--- src/rtl/bist_pkg.sv ---
// Shared state encoding and default widths for the sequenced BIST controller.
package bist_pkg;

  localparam int unsigned N_WIDTH_DEF = 3;
  localparam int unsigned M_WIDTH_DEF = 4;

  typedef enum logic [1:0] {
    IDLE = 2'd0,
    RUN  = 2'd1,
    GAP  = 2'd2,
    DONE = 2'd3
  } state_e;

endpackage

--- src/rtl/bist_seq_controller_if.sv ---
// Test-access / CUT-side bundle of the BIST controller.
// Optional macro BIST_ABORT_EN adds the abort request and BIST_ABORTED status.
interface bist_seq_controller_if
  import bist_pkg::*;
#(
  parameter int unsigned N_WIDTH = N_WIDTH_DEF,
  parameter int unsigned M_WIDTH = M_WIDTH_DEF
);

  logic               start;
  logic [N_WIDTH-1:0] n_len;
  logic [M_WIDTH-1:0] m_len;
  logic               Running;
  logic               OUT;
  logic               BIST_END;
  logic [M_WIDTH-1:0] round_idx;
`ifdef BIST_ABORT_EN
  logic               abort;
  logic               BIST_ABORTED;

  modport master (output start, n_len, m_len, abort,
                  input  Running, OUT, BIST_END, round_idx, BIST_ABORTED);
  modport slave  (input  start, n_len, m_len, abort,
                  output Running, OUT, BIST_END, round_idx, BIST_ABORTED);
`else
  modport master (output start, n_len, m_len,
                  input  Running, OUT, BIST_END, round_idx);
  modport slave  (input  start, n_len, m_len,
                  output Running, OUT, BIST_END, round_idx);
`endif

endinterface

--- src/rtl/bist_counter.sv ---
// Up-counter with synchronous clear and a terminal flag at limit-1.
module bist_counter #(
  parameter int unsigned WIDTH = 4
) (
  input  logic             clk,
  input  logic             reset,
  input  logic             clear,
  input  logic             enable,
  input  logic [WIDTH-1:0] limit,
  output logic [WIDTH-1:0] count,
  output logic             terminal
);

  // Clear takes priority over enable so the wrap back to zero is one edge.
  always_ff @(posedge clk) begin
    if (reset || clear) begin
      count <= '0;
    end else if (enable) begin
      count <= count + WIDTH'(1);
    end
  end

  // Limits are latched >= 1 whenever this flag is consumed, so no underflow case matters.
  assign terminal = (count == limit - WIDTH'(1));

endmodule

--- src/rtl/bist_seq_controller.sv ---
// Run-time configurable BIST sequencer: m_len rounds of n_len stimulus cycles plus one gap.
// Optional macro BIST_ABORT_EN adds an abort request that ends the test early.
module bist_seq_controller
  import bist_pkg::*;
#(
  parameter int unsigned N_WIDTH = N_WIDTH_DEF,
  parameter int unsigned M_WIDTH = M_WIDTH_DEF
) (
  input logic                  clk,
  input logic                  reset,
  bist_seq_controller_if.slave bus
);

  state_e             state;
  state_e             state_next;
  logic               s1;
  logic               s2;
  logic               launch;
  logic [N_WIDTH-1:0] n_lat;
  logic [M_WIDTH-1:0] m_lat;
  logic [N_WIDTH-1:0] unused_cnt_n;
  logic [M_WIDTH-1:0] cnt_m;
  logic               n_term;
  logic               m_term;
  logic               n_clear;
  logic               n_en;
  logic               m_clear;
  logic               m_en;
  logic               aborted_next;

  // Stimulus-cycle counter within a round.
  bist_counter #(.WIDTH(N_WIDTH)) u_cnt_n (
    .clk      (clk),
    .reset    (reset),
    .clear    (n_clear),
    .enable   (n_en),
    .limit    (n_lat),
    .count    (unused_cnt_n),
    .terminal (n_term)
  );

  // Round counter; its value is exported directly as round_idx.
  bist_counter #(.WIDTH(M_WIDTH)) u_cnt_m (
    .clk      (clk),
    .reset    (reset),
    .clear    (m_clear),
    .enable   (m_en),
    .limit    (m_lat),
    .count    (cnt_m),
    .terminal (m_term)
  );

  assign bus.round_idx = cnt_m;

  // State register.
  always_ff @(posedge clk) begin
    if (reset) begin
      state <= IDLE;
    end else begin
      state <= state_next;
    end
  end

  // Two-stage start shift used for rising-edge detection.
  always_ff @(posedge clk) begin
    if (reset) begin
      s1 <= 1'b0;
      s2 <= 1'b0;
    end else begin
      s1 <= bus.start;
      s2 <= s1;
    end
  end

  // Lengths are frozen at launch; a zero stimulus length runs as one cycle.
  always_ff @(posedge clk) begin
    if (reset) begin
      n_lat <= '0;
      m_lat <= '0;
    end else if (launch) begin
      n_lat <= (bus.n_len == '0) ? N_WIDTH'(1) : bus.n_len;
      m_lat <= bus.m_len;
    end
  end

  // Next-state and counter control.
  always_comb begin
    state_next   = state;
    launch       = 1'b0;
    n_clear      = 1'b0;
    n_en         = 1'b0;
    m_clear      = 1'b0;
    m_en         = 1'b0;
    aborted_next = 1'b0;

    case (state)
      IDLE: begin
        launch = s1 & ~s2;
        if (launch) begin
          n_clear    = 1'b1;
          m_clear    = 1'b1;
          state_next = (bus.m_len != '0) ? RUN : DONE;
        end
      end
      RUN: begin
        if (n_term) begin
          n_clear    = 1'b1;
          state_next = GAP;
        end else begin
          n_en = 1'b1;
        end
      end
      GAP: begin
        if (m_term) begin
          state_next = DONE;
        end else begin
          m_en       = 1'b1;
          state_next = RUN;
        end
      end
      DONE: begin
        state_next = IDLE;
      end
      default: begin
        state_next = IDLE;
      end
    endcase

`ifdef BIST_ABORT_EN
    // Abort overrides normal sequencing, including the final gap; round_idx is frozen.
    if (bus.abort && (state == RUN || state == GAP)) begin
      state_next   = DONE;
      aborted_next = 1'b1;
      n_clear      = 1'b0;
      n_en         = 1'b0;
      m_en         = 1'b0;
    end
`endif
  end

  // Outputs registered from the next-state decode so they track the state register.
  always_ff @(posedge clk) begin
    if (reset) begin
      bus.Running  <= 1'b0;
      bus.OUT      <= 1'b0;
      bus.BIST_END <= 1'b0;
    end else begin
      bus.Running  <= (state_next == RUN) || (state_next == GAP);
      bus.OUT      <= (state_next == RUN);
      bus.BIST_END <= (state_next == DONE);
    end
  end

`ifdef BIST_ABORT_EN
  // Aborted flag accompanies BIST_END for the single DONE cycle.
  always_ff @(posedge clk) begin
    if (reset) begin
      bus.BIST_ABORTED <= 1'b0;
    end else begin
      bus.BIST_ABORTED <= aborted_next;
    end
  end
`else
  logic unused_aborted;
  assign unused_aborted = aborted_next;
`endif

endmodule

--- src/flat_wrapper.sv ---
// flat-port wrapper written by rule: the top's interface ports become plain ports
module bist_seq_controller_flat import bist_pkg::*;
#(
  parameter int unsigned N_WIDTH = N_WIDTH_DEF,
  parameter int unsigned M_WIDTH = M_WIDTH_DEF
)
  (clk, reset, bus_start, bus_n_len, bus_m_len, bus_Running, bus_OUT, bus_BIST_END, bus_round_idx);
  bist_seq_controller_if #(.N_WIDTH(N_WIDTH), .M_WIDTH(M_WIDTH)) bus_i ();
  input logic clk;
  input logic reset;
  input wire logic [$bits(bus_i.start)-1:0] bus_start;
  input wire logic [$bits(bus_i.n_len)-1:0] bus_n_len;
  input wire logic [$bits(bus_i.m_len)-1:0] bus_m_len;
  output wire logic [$bits(bus_i.Running)-1:0] bus_Running;
  output wire logic [$bits(bus_i.OUT)-1:0] bus_OUT;
  output wire logic [$bits(bus_i.BIST_END)-1:0] bus_BIST_END;
  output wire logic [$bits(bus_i.round_idx)-1:0] bus_round_idx;
  assign bus_i.start = bus_start;
  assign bus_i.n_len = bus_n_len;
  assign bus_i.m_len = bus_m_len;
  assign bus_Running = bus_i.Running;
  assign bus_OUT = bus_i.OUT;
  assign bus_BIST_END = bus_i.BIST_END;
  assign bus_round_idx = bus_i.round_idx;
  bist_seq_controller #(.N_WIDTH(N_WIDTH), .M_WIDTH(M_WIDTH)) u_core (.clk(clk), .reset(reset), .bus(bus_i));
endmodule
--- config.mk ---
export PLATFORM = sky130hd
export DESIGN_NAME = bist_seq_controller_flat
export DESIGN_NICKNAME = d
export VERILOG_FILES = /design/src/rtl/bist_pkg.sv /design/src/rtl/bist_seq_controller_if.sv /design/src/rtl/bist_counter.sv /design/src/rtl/bist_seq_controller.sv /design/src/flat_wrapper.sv
export SDC_FILE = /design/constraint.sdc
export NUM_CORES = 1
export LEC_CHECK = 0
export CORE_UTILIZATION = 50
export CTS_BUF_LIST = sky130_fd_sc_hd__clkbuf_8
export DETAILED_ROUTE_END_ITERATION = 10
export GPL_ROUTABILITY_DRIVEN = 0
export PLACE_DENSITY = 0.85
export SLEW_MARGIN = 20
export SYNTH_ARGS = -nofsm -noshare
export SYNTH_HDL_FRONTEND = slang
export SYNTH_SLANG_ARGS = --single-unit
export TNS_END_PERCENT = 1
--- constraint.sdc ---
create_clock -name clk -period 2.4 [get_ports clk]
set_clock_uncertainty 0.15 [all_clocks]
set_input_delay 0.48 -clock clk [delete_from_list [all_inputs] [get_ports clk]]
set_output_delay 0.48 -clock clk [all_outputs]
set_load 0.005 [all_outputs]
==> flow_summary.yaml <==
sta:
  min_period_over_period_pct: 96.7
  worst_pin_slew_ns: 0.432
  min_period_ns: 2.32
  fmax_ghz: 0.431
  hold_violations: 0
  hold_ws_ns: 0.345
  timing.setup.tns_ns: 0
  slew_violations: 0
  worst_slack_ns: 0.0800
  setup_viol: 0
  slew_headroom_pct: 71.0
route:
  drt_pass1_iterations: 4
  viasPerCell: 5.82
  wl_per_cell_microns: 15.1
  ant_nets: 0
  vias: 1053
  drt_iter0_drc: 44
  drc_errors: 0
  wirelength_microns: 2730
synthesis:
  synth_top_area_share_pct: 36.3
  synth_cell_types: 41
  yosysMostFrequentCell: "dfxtp_1"
  ys_top_cells_by_area: "dfxtp_1 36%, ha_1 5.4%, nor2_1 5.2%"
  yosys_register_bits: 21
  ys_warn_count: 0
  netlist_area_sq_mm: 0.00116
  synth_largest_area_cell: "dfxtp_1"
  yosys-top-cells-count: "21 x dfxtp_1, 16 x nor2_1, 9 x a21oi_1, 9 x inv_1, 9 x nand3_1"
  synth_cells: 132
  avgSynthCellArea_sq_um: 8.78
  synthArstFlopShare_pct: 0
  synth_flop_cell: "dfxtp_1"
  ys_seq_area_share_pct: 36.3
  synth_edf_count: 0
  syn_nets: 147
cells_and_area:
  area_growth_pct: 23.3
  utilization_pct: 65.2
  area.sequential_sq_um: 423
  layout-drive-gt1-share_pct: 12.4
  layout.nets: 169
  finalInstanceArea_sq_mm: 0.00143
  multi_input_comb_area_sq_um: 693
  num_antenna_cells: 0
  fillCellCount: 181
placement:
  preCtsSetupSlack_ns: 0.0531
  dp_hpwl_microns: 1900
  io_buffers: 16
  dpl_cell_area_sq_mm: 0.00138
die:
  pin_count: 17
  design.core.area_sq_mm: 0.00219
  start_util_pct: 52.9
  die_area_sq_mm: 0.00251
  placementRows: 17
  die_h_microns: 50.1
  chipWidth_microns: 50.1
grt:
  grt_overflow: 0
  grt_pass1_wl_microns: 4440
  antenna_found_initial: 0
  grt_max_degree: 20
  first_global_vias: 973
  grt_use_total_pct: 24.0
clocking:
  clk_pin_slew_ns: 0.08
  postCtsSetupRepairBufs: 0
  clock_sink_count: 21
  cts_buffers: 3
  cts.path.max_buffers: 2
  holdBufCountCts: 0
  cts_resized: 0
  clk_latency_ns: 0.27
  cts_max_level: 1
  cts_tree: "yes"
  cts-root-buf: "clkbuf_8"
setup_path:
  setup.worst_path.start_class: "flip-flop"
  cp.arrival_ns: 2.32
  critPathKind: "flip-flop to flip-flop"
  required_ns: 2.40
  worstSetupEndpointType: "flip-flop"
  cp_max_fo: 5
flow_run:
  maxCapViolCount: 0
status:
  status: "finished, final reports clean"
worst_hold_path:
  holdCritPathClass: "flip-flop to flip-flop"
power:
  power.leakage_nw: 0.547
  power_density_mw_per_mm2: 519
  vdd_drop_max_mv: 0.386
state kept, by name, indices dropped and copies added (netlist names):
| register | count |
|---|---|
| u_core.bus.BIST_END | 1 |
| u_core.bus.OUT | 1 |
| u_core.bus.Running | 1 |
| u_core.m_lat | 4 |
| u_core.n_lat | 3 |
| u_core.s1 | 1 |
| u_core.s2 | 1 |
| u_core.state | 2 |
| u_core.u_cnt_m.count | 4 |
| u_core.u_cnt_n.count | 3 |
path summary, 6_finish.rpt:
| path | startpoint | end | slack (ns) | cells after the start |
|---|---|---|---|---|
| min | u_core.s1 | u_core.s2 | 0.34 | 1 |
| max | u_core.m_lat[1] | u_core.bus.Running | 0.08 | 8 |
| min reg2reg | u_core.s1 | u_core.s2 | 0.34 | 1 |
| max reg2reg | u_core.m_lat[1] | u_core.bus.Running | 0.08 | 8 |
worst max-delay path, cell delays in order, from the launching register on:
cell and delay, ns:
dfxtp_2 0.34, inv_1 0.05, ha_1 0.30, xnor2_1 0.14, or2_4 0.26, or4_4 0.50
and2_1 0.16, ha_1 0.26, nor2_1 0.04
cells in the final DEF, fill, tap and decap left out, types with 3 or more instances in the layout:
cell,instances
xor2_1,3
nand3_1,9
nor4_1,3
clkdlybuf4s50_1,16
inv_1,9
xnor2_1,4
nor2_1,16
ha_1,5
nor4b_1,3
clkbuf_8,3
mux2i_1,3
dfxtp_1,19
nand2_1,7
buf_4,5
nor2b_1,5
o21ai_0,3
a21oi_1,9
final cells by class:
| cell class | instances | area share [%] |
|---|---|---|
| Clock buffer | 3 | 2.89 |
| Timing Repair Buffer | 21 | 13.8 |
| Tap cell | 28 | 2.45 |
| Sequential cell | 21 | 29.6 |
| Inverter | 9 | 2.36 |
| Clock inverter | 1 | 0.350 |
| Multi-Input combinational cell | 98 | 48.5 |
power breakdown:
| part | switching, W | internal, W |
|---|---|---|
| clock network | 0.000123 | 0.000116 |
| logic | 0.0000659 | 0.0000619 |
| registers | 0.0000130 | 0.000362 |
through the flow:
step                      instances  total power [W]
after floorplan                 132         0.000458
after global placement          177         0.000500
after detailed placement        177         0.000507
after CTS                       181         0.000737
after global routing            181         0.000766
final                           181         0.000741
cells by family (layout without fill, tap and decap cells):
kind of cell | count (synthesis) | after routing | share of synthesized area (%)
buf+inv | 13 | 34 | 4.43
simple gates | 58 | 58 | 28.7
compound gates | 22 | 22 | 11.9
mux | 3 | 3 | 2.59
flops | 21 | 21 | 36.3
xor+xnor | 10 | 10 | 10.7
fa+ha+maj | 5 | 5 | 5.40
metal layers:
metal | vias up | share of wire [%] | global-route usage, %
met5 | - | 0 | 0
met2 | 43 | 47 | 36.7
met1 | 492 | 46 | 31.3
met3 | 7 | 4.2 | 3.03
met4 | 0 | 2.5 | 16.2
li1 | 511 | - | -
No activity file was read; power rests on OpenSTA's default activity.
